[config.mk]
export PLATFORM = sky130hd
export DESIGN_NAME = error_output_logic
export DESIGN_NICKNAME = d
export VERILOG_FILES = /design/src/rtl/error_output_logic.sv
export SDC_FILE = /design/constraint.sdc
export NUM_CORES = 1
export LEC_CHECK = 0
export BUFFER_PORTS_ARGS = -buffer_cell sky130_fd_sc_hd__buf_2
export CORE_AREA = 2 2 59 61
export CTS_CLUSTER_SIZE = 8
export DETAILED_ROUTE_END_ITERATION = 7
export DIE_AREA = 0 0 61 63
export GPL_TIMING_DRIVEN = 1
export PLACE_DENSITY_LB_ADDON = 0.25
export SETUP_SLACK_MARGIN = 0.3
export SYNTH_ARGS = -nofsm -noshare
export SYNTH_HDL_FRONTEND = slang
export SYNTH_SLANG_ARGS = --single-unit
[constraint.sdc]
create_clock -name clk -period 5.28 [get_ports clk]
set_input_delay 0.792 -clock clk [delete_from_list [all_inputs] [get_ports clk]]
set_output_delay 0.792 -clock clk [all_outputs]
set_load 0.02 [all_outputs]
[src/rtl/error_output_logic.sv]
// Serialises loop-complete and error events into 'L'/'E' byte records for a UART TX handshake.
// Optional 24-bit loop counter in the 'L' record: define ERROR_OUTPUT_LOOP_COUNT_EN.
module error_output_logic #(
  parameter int unsigned ADDR_WIDTH = 10,
  parameter int unsigned DATA_WIDTH = 1
) (
  input  logic                  clk,
  input  logic                  rst,
  input  logic                  loop_complete,
  input  logic                  error_detected,
  input  logic [7:0]            error_state,
  input  logic [ADDR_WIDTH-1:0] error_address,
  input  logic [DATA_WIDTH-1:0] expected_data,
  input  logic [DATA_WIDTH-1:0] actual_data,
  input  logic                  tx_data_accepted,
  output logic                  tx_data_ready,
  output logic [7:0]            tx_data
);

  localparam int unsigned ADDR_BYTES = (ADDR_WIDTH + 7) / 8;
  localparam int unsigned DATA_BYTES = (DATA_WIDTH + 7) / 8;
  localparam int unsigned ADDR_PAD_W = ADDR_BYTES * 8;
  localparam int unsigned DATA_PAD_W = DATA_BYTES * 8;
  localparam int unsigned ERR_LEN    = 4 + ADDR_BYTES + 2 * DATA_BYTES;
  localparam int unsigned LOOP_LEN   = 6;
  localparam int unsigned MAX_LEN    = (ERR_LEN > LOOP_LEN) ? ERR_LEN : LOOP_LEN;
  localparam int unsigned IDX_W      = $clog2(MAX_LEN);
  localparam int unsigned ERR_W      = ERR_LEN * 8;
  localparam int unsigned LOOP_W     = LOOP_LEN * 8;

  typedef enum logic [2:0] {
    IDLE,
    CAPTURE,
    LOAD,
    SEND,
    GAP
  } state_t;

  state_t                  state;
  logic [IDX_W-1:0]        idx;
  logic                    cap_is_err;
  logic [7:0]              cap_state;
  logic [ADDR_WIDTH-1:0]   cap_addr;
  logic [DATA_WIDTH-1:0]   cap_exp;
  logic [DATA_WIDTH-1:0]   cap_act;

  logic                    loop_take_c;
  logic [23:0]             loop_field_c;
  logic [ERR_W-1:0]        err_rec_c;
  logic [LOOP_W-1:0]       loop_rec_c;
  logic [7:0]              cur_byte_c;
  logic                    last_c;

  assign loop_take_c = (state == IDLE) && loop_complete && !error_detected;

`ifdef ERROR_OUTPUT_LOOP_COUNT_EN
  logic [23:0] loop_cnt;
  logic [23:0] loop_cap;

  // Report the pre-increment count; wraps naturally at 2^24
  always_ff @(posedge clk) begin
    if (rst) begin
      loop_cnt <= 24'h0;
      loop_cap <= 24'h0;
    end else if (loop_take_c) begin
      loop_cap <= loop_cnt;
      loop_cnt <= loop_cnt + 24'd1;
    end
  end

  assign loop_field_c = loop_cap;
`else
  assign loop_field_c = 24'h0;
`endif

  // Records laid out byte 0 at the LSB so idx selects bytes in transmit order
  assign err_rec_c  = {8'h0A, 8'h0D, DATA_PAD_W'(cap_act), DATA_PAD_W'(cap_exp),
                       ADDR_PAD_W'(cap_addr), cap_state, 8'h45};
  assign loop_rec_c = {8'h0A, 8'h0D, loop_field_c, 8'h4C};

  always_comb begin
    cur_byte_c = 8'h00;
    for (int i = 0; i < ERR_LEN; i++) begin
      if (cap_is_err && (idx == IDX_W'(i))) cur_byte_c = err_rec_c[i*8 +: 8];
    end
    for (int i = 0; i < LOOP_LEN; i++) begin
      if (!cap_is_err && (idx == IDX_W'(i))) cur_byte_c = loop_rec_c[i*8 +: 8];
    end
  end

  assign last_c = cap_is_err ? (idx == IDX_W'(ERR_LEN - 1)) : (idx == IDX_W'(LOOP_LEN - 1));

  always_ff @(posedge clk) begin
    if (rst) begin
      state         <= IDLE;
      idx           <= '0;
      cap_is_err    <= 1'b0;
      cap_state     <= 8'h00;
      cap_addr      <= '0;
      cap_exp       <= '0;
      cap_act       <= '0;
      tx_data_ready <= 1'b0;
      tx_data       <= 8'h00;
    end else begin
      case (state)
        IDLE: begin
          if (error_detected || loop_complete) begin
            cap_is_err <= error_detected;
            cap_state  <= error_state;
            cap_addr   <= error_address;
            cap_exp    <= expected_data;
            cap_act    <= actual_data;
            state      <= CAPTURE;
          end
        end
        CAPTURE: begin
          idx   <= '0;
          state <= LOAD;
        end
        LOAD: begin
          tx_data_ready <= 1'b1;
          tx_data       <= cur_byte_c;
          state         <= SEND;
        end
        SEND: begin
          if (tx_data_accepted) begin
            tx_data_ready <= 1'b0;
            tx_data       <= 8'h00;
            if (last_c) begin
              state <= IDLE;
            end else begin
              idx   <= idx + IDX_W'(1);
              state <= GAP;
            end
          end
        end
        GAP: begin
          tx_data_ready <= 1'b1;
          tx_data       <= cur_byte_c;
          state         <= SEND;
        end
        default: begin
          tx_data_ready <= 1'b0;
          tx_data       <= 8'h00;
          state         <= IDLE;
        end
      endcase
    end
  end

endmodule

==> results_dict.tcl, run 1 <==
set metrics [dict create \
    status "finished, final reports clean" \
    drt-pass1-iter-count 4 \
    synthFlopType "dfxtp_1" \
    dr_total_vias 1601 \
    critPathLaunchType "register" \
    crit_path_end_kind "register" \
    syn-cell-area_mm2 0.00179 \
    path_buf_inv 1 \
    antenna_found_initial 0 \
    via_per_inst 5.27 \
    ys_ff_latch 36 \
    ios 34 \
    clk_pin_slew_ns 0.11 \
    dp_slack_ns 3.19 \
    cp_data_required_time_ns 5.55 \
    ys_types 45 \
    p_seq_share_pct 52.1 \
    worst_slack_ns 3.12 \
    area_delta_synth_final_pct 12.3 \
    utilization_pct 62.1 \
    multi_input_area_um2 952 \
    cts_sinks 36 \
    p_int_uw 427 \
    drt_first_iter_violations 81 \
    tritoncts "yes" \
    netlist_instances 232 \
    peakVddDrop_mv 0.187 \
    cts_buffer_depth 2 \
    ctsResizeCount 0 \
    crit_fanout 12 \
    dp.final_hpwl_um 2650 \
    postCtsSetupRepairBufs 0 \
    fin_tns_setup_ns 0 \
    grt.total_usage_pct 22.2 \
    synth_top_area_cell "dfxtp_1" \
    hold_buffers 0 \
    die_w_um 61 \
    worstMarginPinSlew_ns 0.635 \
    fillers 322 \
    routed_wl_um 3690 \
    port_buffers 33 \
    cpPeakStageDelay_ns 0.57 \
    syn_avg_cell_area_um2 7.70 \
    cellLeakagePower_nw 0.831 \
    die_h_um 63 \
    route.detailed.drc 0 \
    grt_pass1_vias 1428 \
    cts-root-buf "clkbuf_4" \
    floorplan.initialDensity_pct 55.2 \
    final.period_utilization_pct 40.8 \
    ys_warn_count 0 \
    rsz0062_at_grt "no" \
    finClkSkew_ns 0.0105 \
    core_mm2 0.00323 \
    clk_latency_ns 0.35 \
    crit_type "register to register" \
    clockPowerShare_pct 32.1 \
    htreeDepth 2 \
    power_switching_share_pct 27.6 \
    fmax_ghz 0.464 \
    layout_min_cycle_time_ns 2.16 \
    synth.top_cell.area_share_pct 40.4 \
    regArea_um2 721 \
    place_congestion 0.986 \
    power_uw 590 \
    synthesis.nets 263 \
    hold_path.class "register to register" \
    powerDensity_mw_per_mm2 294 \
    ant_nets 0 \
    post_drt_wl_per_cell_um 12.1 \
    power.switching_uw 163 \
    synth_area_leaders "dfxtp_1, nand2_1, a21oi_1" \
    finalHoldViolCount 0 \
    yosysSeqAreaShare_pct 40.4 \
    cts_buffers 5 \
    grt_overflow 0 \
    combPwrFrac_pct 15.8 \
    drive_gt1_share_pct 18.2 \
    synth_async_sr_flop_share_pct 0 \
    critPathTopFamily "compound AO/OA/AOI/OAI gates" \
    rows 21 \
    grt_max_degree 35 \
    die_area_mm2 0.00384 \
    cp_slowest_cell "dfxtp_1" \
    drv_cap 0 \
    crit_arrival_ns 2.43 \
    relSlewSlack_pct 57.7 \
    synth-edff-count 0 \
    diodes 0 \
    crit_chain "inv_1 > ha_1 > nor2_2 > nand2_1 > o311a_1 > a211o_1 > a21oi_2" \
    final_max_slew_viol_count 0 \
    grt_pass1_wl_um 6440 \
    setup_viol 0 \
    fin_nets 288 \
]
==> worst paths after layout <==
| path | startpoint | to | slack [ns] | depth (start not counted) |
|---|---|---|---|---|
| max | idx[2] | tx_data[2] | 3.12 | 7 |
| min | tx_data[4] | tx_data[4] | 0.45 | 2 |
| max reg2reg | idx[2] | tx_data[2] | 3.12 | 7 |
| min reg2reg | tx_data[4] | tx_data[4] | 0.45 | 2 |
==> worst register-to-register path: cells and delay by family, from the launching register on <==
family,cells,cell delay [ns]
compound gates,3,0.78
flops,1,0.57
buf+inv,1,0.16
fa+ha+maj,1,0.33
simple gates,2,0.26
==> cell usage in the layout (no fill, tap or decap), types with 2 or more instances in the layout <==
master    synthesis  routed
a211oi_1          5       5
o21ai_1           4       5
o21a_1            3       3
ha_1              6       6
inv_1             6       6
nand4_1           3       3
nor2b_1           4       4
a21oi_1          30      30
dfxtp_1          36      36
buf_2             9      33
o41ai_1           2       2
clkbuf_4          0       5
a31oi_1           2       2
nor2_1           11      11
nand3_1           6       6
nor3_1            3       3
a22o_1            2       2
nand3b_1          2       2
nand2_1          61      61
o21ai_0           5       4
a21o_1            3       3
==> flip-flops by register name, indices dropped and copies added, names as in the netlist <==
signal	flops
cap_addr	10
cap_state	8
tx_data_ready	1
cap_exp	1
state	3
cap_is_err	1
idx	3
cap_act	1
tx_data	8
==> through the flow <==
step / hold WS, ns / cells / area [um^2]
global route: 0.484 / 304 / 2010
detailed placement: 0.438 / 296 / 1930
CTS: 0.454 / 304 / 2010
global placement: 0.433 / 296 / 1930
finish: 0.449 / 304 / 2010
floorplan: 0.436 / 232 / 1790
==> Yosys cell counts, types with 2 or more instances <==
cell type / number
o21ai_1: 4
o21ai_0: 5
nand3_1: 6
inv_1: 6
nand3b_1: 2
o21a_1: 3
nor2_1: 11
nor3_1: 3
o41ai_1: 2
dfxtp_1: 36
clkbuf_1: 4
nand2_1: 61
a31oi_1: 2
a211oi_1: 5
nor2b_1: 4
buf_4: 2
a21oi_1: 30
buf_2: 9
a22o_1: 2
nand4_1: 3
ha_1: 6
a21o_1: 3
==> power by group through the flow <==
stage | logic (mW) | registers, mW | clock network, mW
2_1_floorplan | 0.0707 | 0.311 | 0
3_3_place_gp | 0.0925 | 0.313 | 0
3_5_place_dp | 0.0936 | 0.313 | 0
4_1_cts | 0.0939 | 0.307 | 0.194
5_1_grt | 0.107 | 0.310 | 0.207
6_report | 0.0932 | 0.307 | 0.189
==> layout make-up <==
class,instances,share of cell area [%]
multi-input cells,173,47.5
flip-flops and latches,36,35.9
inverters,7,1.31
clock inverters,2,1.75
repair buffers,34,8.61
well taps,46,2.87
clock buffers,6,2.06
==> routing by layer <==
layer	wire, um	global-route usage [%]	vias to the layer above
met5	0	0	-
met4	78	8.97	0
met3	217	6.21	8
met2	1530	30.1	52
met1	1860	32.7	693
li1	-	-	848
==> logic make-up after synthesis <==
| kind of cell | share of synthesized area, % |
|---|---|
| AND/OR/NAND/NOR | 25.1 |
| AO/OA/AOI/OAI | 22.6 |
| flip-flops | 40.4 |
| adder cells (fa/ha/maj) | 4.20 |
| buffers and inverters | 6.31 |
| XOR/XNOR | 0.911 |
| multiplexers | 0.561 |
Note: power is estimated with default switching activity, not from simulation.
==> inputs of run 2 (changes only) <==
ABC_AREA = 1   (was default)
CORE_AREA = 2 2 65 67   (was 2 2 59 61)
DIE_AREA = 0 0 67 69   (was 0 0 61 63)
clock period = 1.85 ns   (was 5.28 ns; I/O delays follow)
==> results_dict.tcl, run 2 <==
set metrics [dict create \
    status "finished, final reports clean" \
    cp_data_required_time_ns 2.08 \
    hold_buffers 0 \
    syn_avg_cell_area_um2 7.28 \
    dp.final_hpwl_um 2980 \
    synth_async_sr_flop_share_pct 0 \
    crit_chain "inv_6 > ha_4 > inv_1 > nor2_2 > nand2_2 > nand3_2 > nand2_1 > nand2_1 > nand2_1 > nand2_1 > nand2_1 > nand2_1 > nand2_2 > a21oi_2" \
    fin_nets 337 \
    synth_top_area_cell "dfxtp_1" \
    synthTopCellsByCount "nand2_1, dfxtp_1, inv_1" \
    hold_end "cap_state[4]" \
    ys_ff_latch 36 \
    placed_area_mm2 0.00209 \
    cpPeakStageDelay_ns 0.38 \
    area_delta_synth_final_pct 31.3 \
    critPathTopFamily "simple AND/OR/NAND/NOR gates" \
    dr_total_vias 1800 \
    via_per_inst 5.04 \
    tritoncts "yes" \
    diodes 0 \
    cts_buffers 5 \
    hold_path.class "primary input to register" \
    postLayoutCellArea_mm2 0.00247 \
    place_congestion 0.843 \
    drive_gt1_share_pct 35.8 \
    grt_max_degree 23 \
    routed_wl_um 4570 \
    final.period_utilization_pct 83.3 \
    clk_pin_slew_ns 0.07 \
    reg.largest.list "cap_addr x10, cap_state x8, tx_data x8" \
    cp_slowest_cell "dfxtp_4" \
    port_buffers 33 \
    grt_pass1_vias 1575 \
    route.detailed.drc 0 \
    ys_types 31 \
    drt-pass1-iter-count 5 \
    grt.total_usage_pct 19.2 \
    critPathLaunch "idx[0]" \
    rows 23 \
    worst_slack_ns 0.310 \
    layout_min_cycle_time_ns 1.54 \
    worstMarginPinSlew_ns 0.423 \
    synth_most_common_cell "nand2_1" \
    layout_commonest_cell "nand2_1" \
    largest-register "cap_addr" \
    synthesis.nets 290 \
    final_cell_mix "nand2_1, buf_2, dfxtp_1, inv_1, a21oi_1" \
    p_int_mw 1.52 \
    dp_slack_ns 0.0664 \
    cts_sinks 36 \
    clk_latency_ns 0.29 \
    timing.hold.ws_ns 0.232 \
    ios 34 \
    drt_first_iter_violations 69 \
    critPathLaunchType "register" \
    peakVddDrop_mv 0.596 \
    combPwrFrac_pct 28.9 \
    r2r_end "tx_data[0]" \
    htreeDepth 2 \
    clockPowerShare_pct 30.0 \
    crit_type "register to register" \
    setup_viol 0 \
    whs_path_depth 3 \
    synth_area_leaders "dfxtp_1, nand2_1, a21oi_1" \
    power_switching_share_pct 33.6 \
    floorplan.initialDensity_pct 48.2 \
    dp_cells 336 \
    die_area_mm2 0.00462 \
    ys_warn_count 0 \
    power_mw 2.29 \
    r2r_start "idx[0]" \
    utilization_pct 63.2 \
    cts-root-buf "clkbuf_8" \
    synth.top_cell.area_share_pct 38.2 \
    rsz0062_at_grt "yes" \
    drv_cap 0 \
    finalHoldViolCount 0 \
    fmax_ghz 0.649 \
    netlist_instances 259 \
    min_from "error_state[4]" \
    crit_fanout 4 \
    grt_overflow 0 \
    fin_tns_setup_ns 0 \
    path_buf_inv 2 \
    p_seq_share_pct 41.1 \
    ant_nets 0 \
    finClkSkew_ns 0.00492 \
    cp_common_cell "nand2_1" \
    crit_path_end_kind "register" \
    die_w_um 67 \
    fillers 366 \
    antenna_found_initial 0 \
    multi_input_area_mm2 0.00114 \
    regArea_um2 736 \
    powerDensity_mw_per_mm2 924 \
    cts_buffer_depth 2 \
    regToRegSetupSlack_ns 0.31 \
    yosysSeqAreaShare_pct 38.2 \
    post_drt_wl_per_cell_um 12.8 \
    syn-cell-area_mm2 0.00189 \
    synthFlopType "dfxtp_1" \
    crit_arrival_ns 1.77 \
    power.switching_uw 768 \
    largest_register_ffs 10 \
    grt_pass1_wl_um 7010 \
    synth-edff-count 0 \
    core_mm2 0.00391 \
    die_h_um 69 \
    relSlewSlack_pct 71.8 \
    reg2reg_depth 14 \
    final_max_slew_viol_count 0 \
    cellLeakagePower_nw 1.11 \
    finalNonFillerCells 357 \
]
[run 2: cell types whose count changed in the layout (fill, tap and decap cells not counted), moves of 6 or more]
cell	delta
a211oi_1	+6
a21oi_1	-10
inv_1	+18
nor2_1	+8
nand3_1	+10
buf_4	+14
[run 2: timing repair]
action                     4_1_cts  5_1_grt
pin swaps                        2        9
setup endpoints to repair       32       29
gates cloned                     1        1
gates resized for setup         13       37
buffers inserted                 4        7
[run 2: metal layers]
| layer | global-route usage, % | up-vias | routed length (um) |
|---|---|---|---|
| met5 | 0 | - | 0 |
| met4 | 5.44 | 0 | 61 |
| met3 | 4.08 | 8 | 252 |
| met2 | 28.8 | 45 | 2180 |
| met1 | 27.6 | 807 | 2070 |
| li1 | - | 940 | - |
[run 2: logic make-up (layout without fill, tap and decap cells)]
group                      Yosys count  count (layout)  share of synthesized area [%]
DFF                                 36              36                           38.2
adders and majority gates            6               6                           3.98
buffers and inverters               44              91                           9.75
and+or+nand+nor                    123             124                           31.2
AOI/OAI and AO/OA                   50              50                           16.9
[run 2: cell type report]
type	instances	share of cell area, %
Sequential cell	36	29.7
Timing Repair Buffer	48	11.2
Clock buffer	6	2.93
Clock inverter	2	1.42
Tap cell	50	2.53
Multi-Input combinational cell	180	46.0
Timing Repair inverter	1	0.303
Inverter	34	5.92
[run 2: worst max path at each step]
stage | to | slack [ns] | cells after the start
finish | tx_data[0] | 0.31 | 14
detailed placement | tx_data[0] | 0.07 | 13
CTS | tx_data[0] | 0.23 | 13
global route | tx_data[0] | 0.21 | 14
floorplan | tx_data[0] | 0.32 | 13
global placement | tx_data[0] | 0.07 | 13
[run 2: worst min-delay path, delay by kind of cell]
family                 cells  cell delay, ns
AO/OA/AOI/OAI              1            0.05
buffers and inverters      1            0.09
AND/OR/NAND/NOR            1            0.05
[run 2: power by group through the flow]
stage	sequential, mW	clock (mW)	combinational (mW)
6_report	0.940	0.685	0.661
5_1_grt	0.952	0.737	0.742
4_1_cts	0.923	0.700	0.585
3_5_place_dp	0.934	0	0.541
3_3_place_gp	0.934	0	0.539
2_1_floorplan	0.936	0	0.409
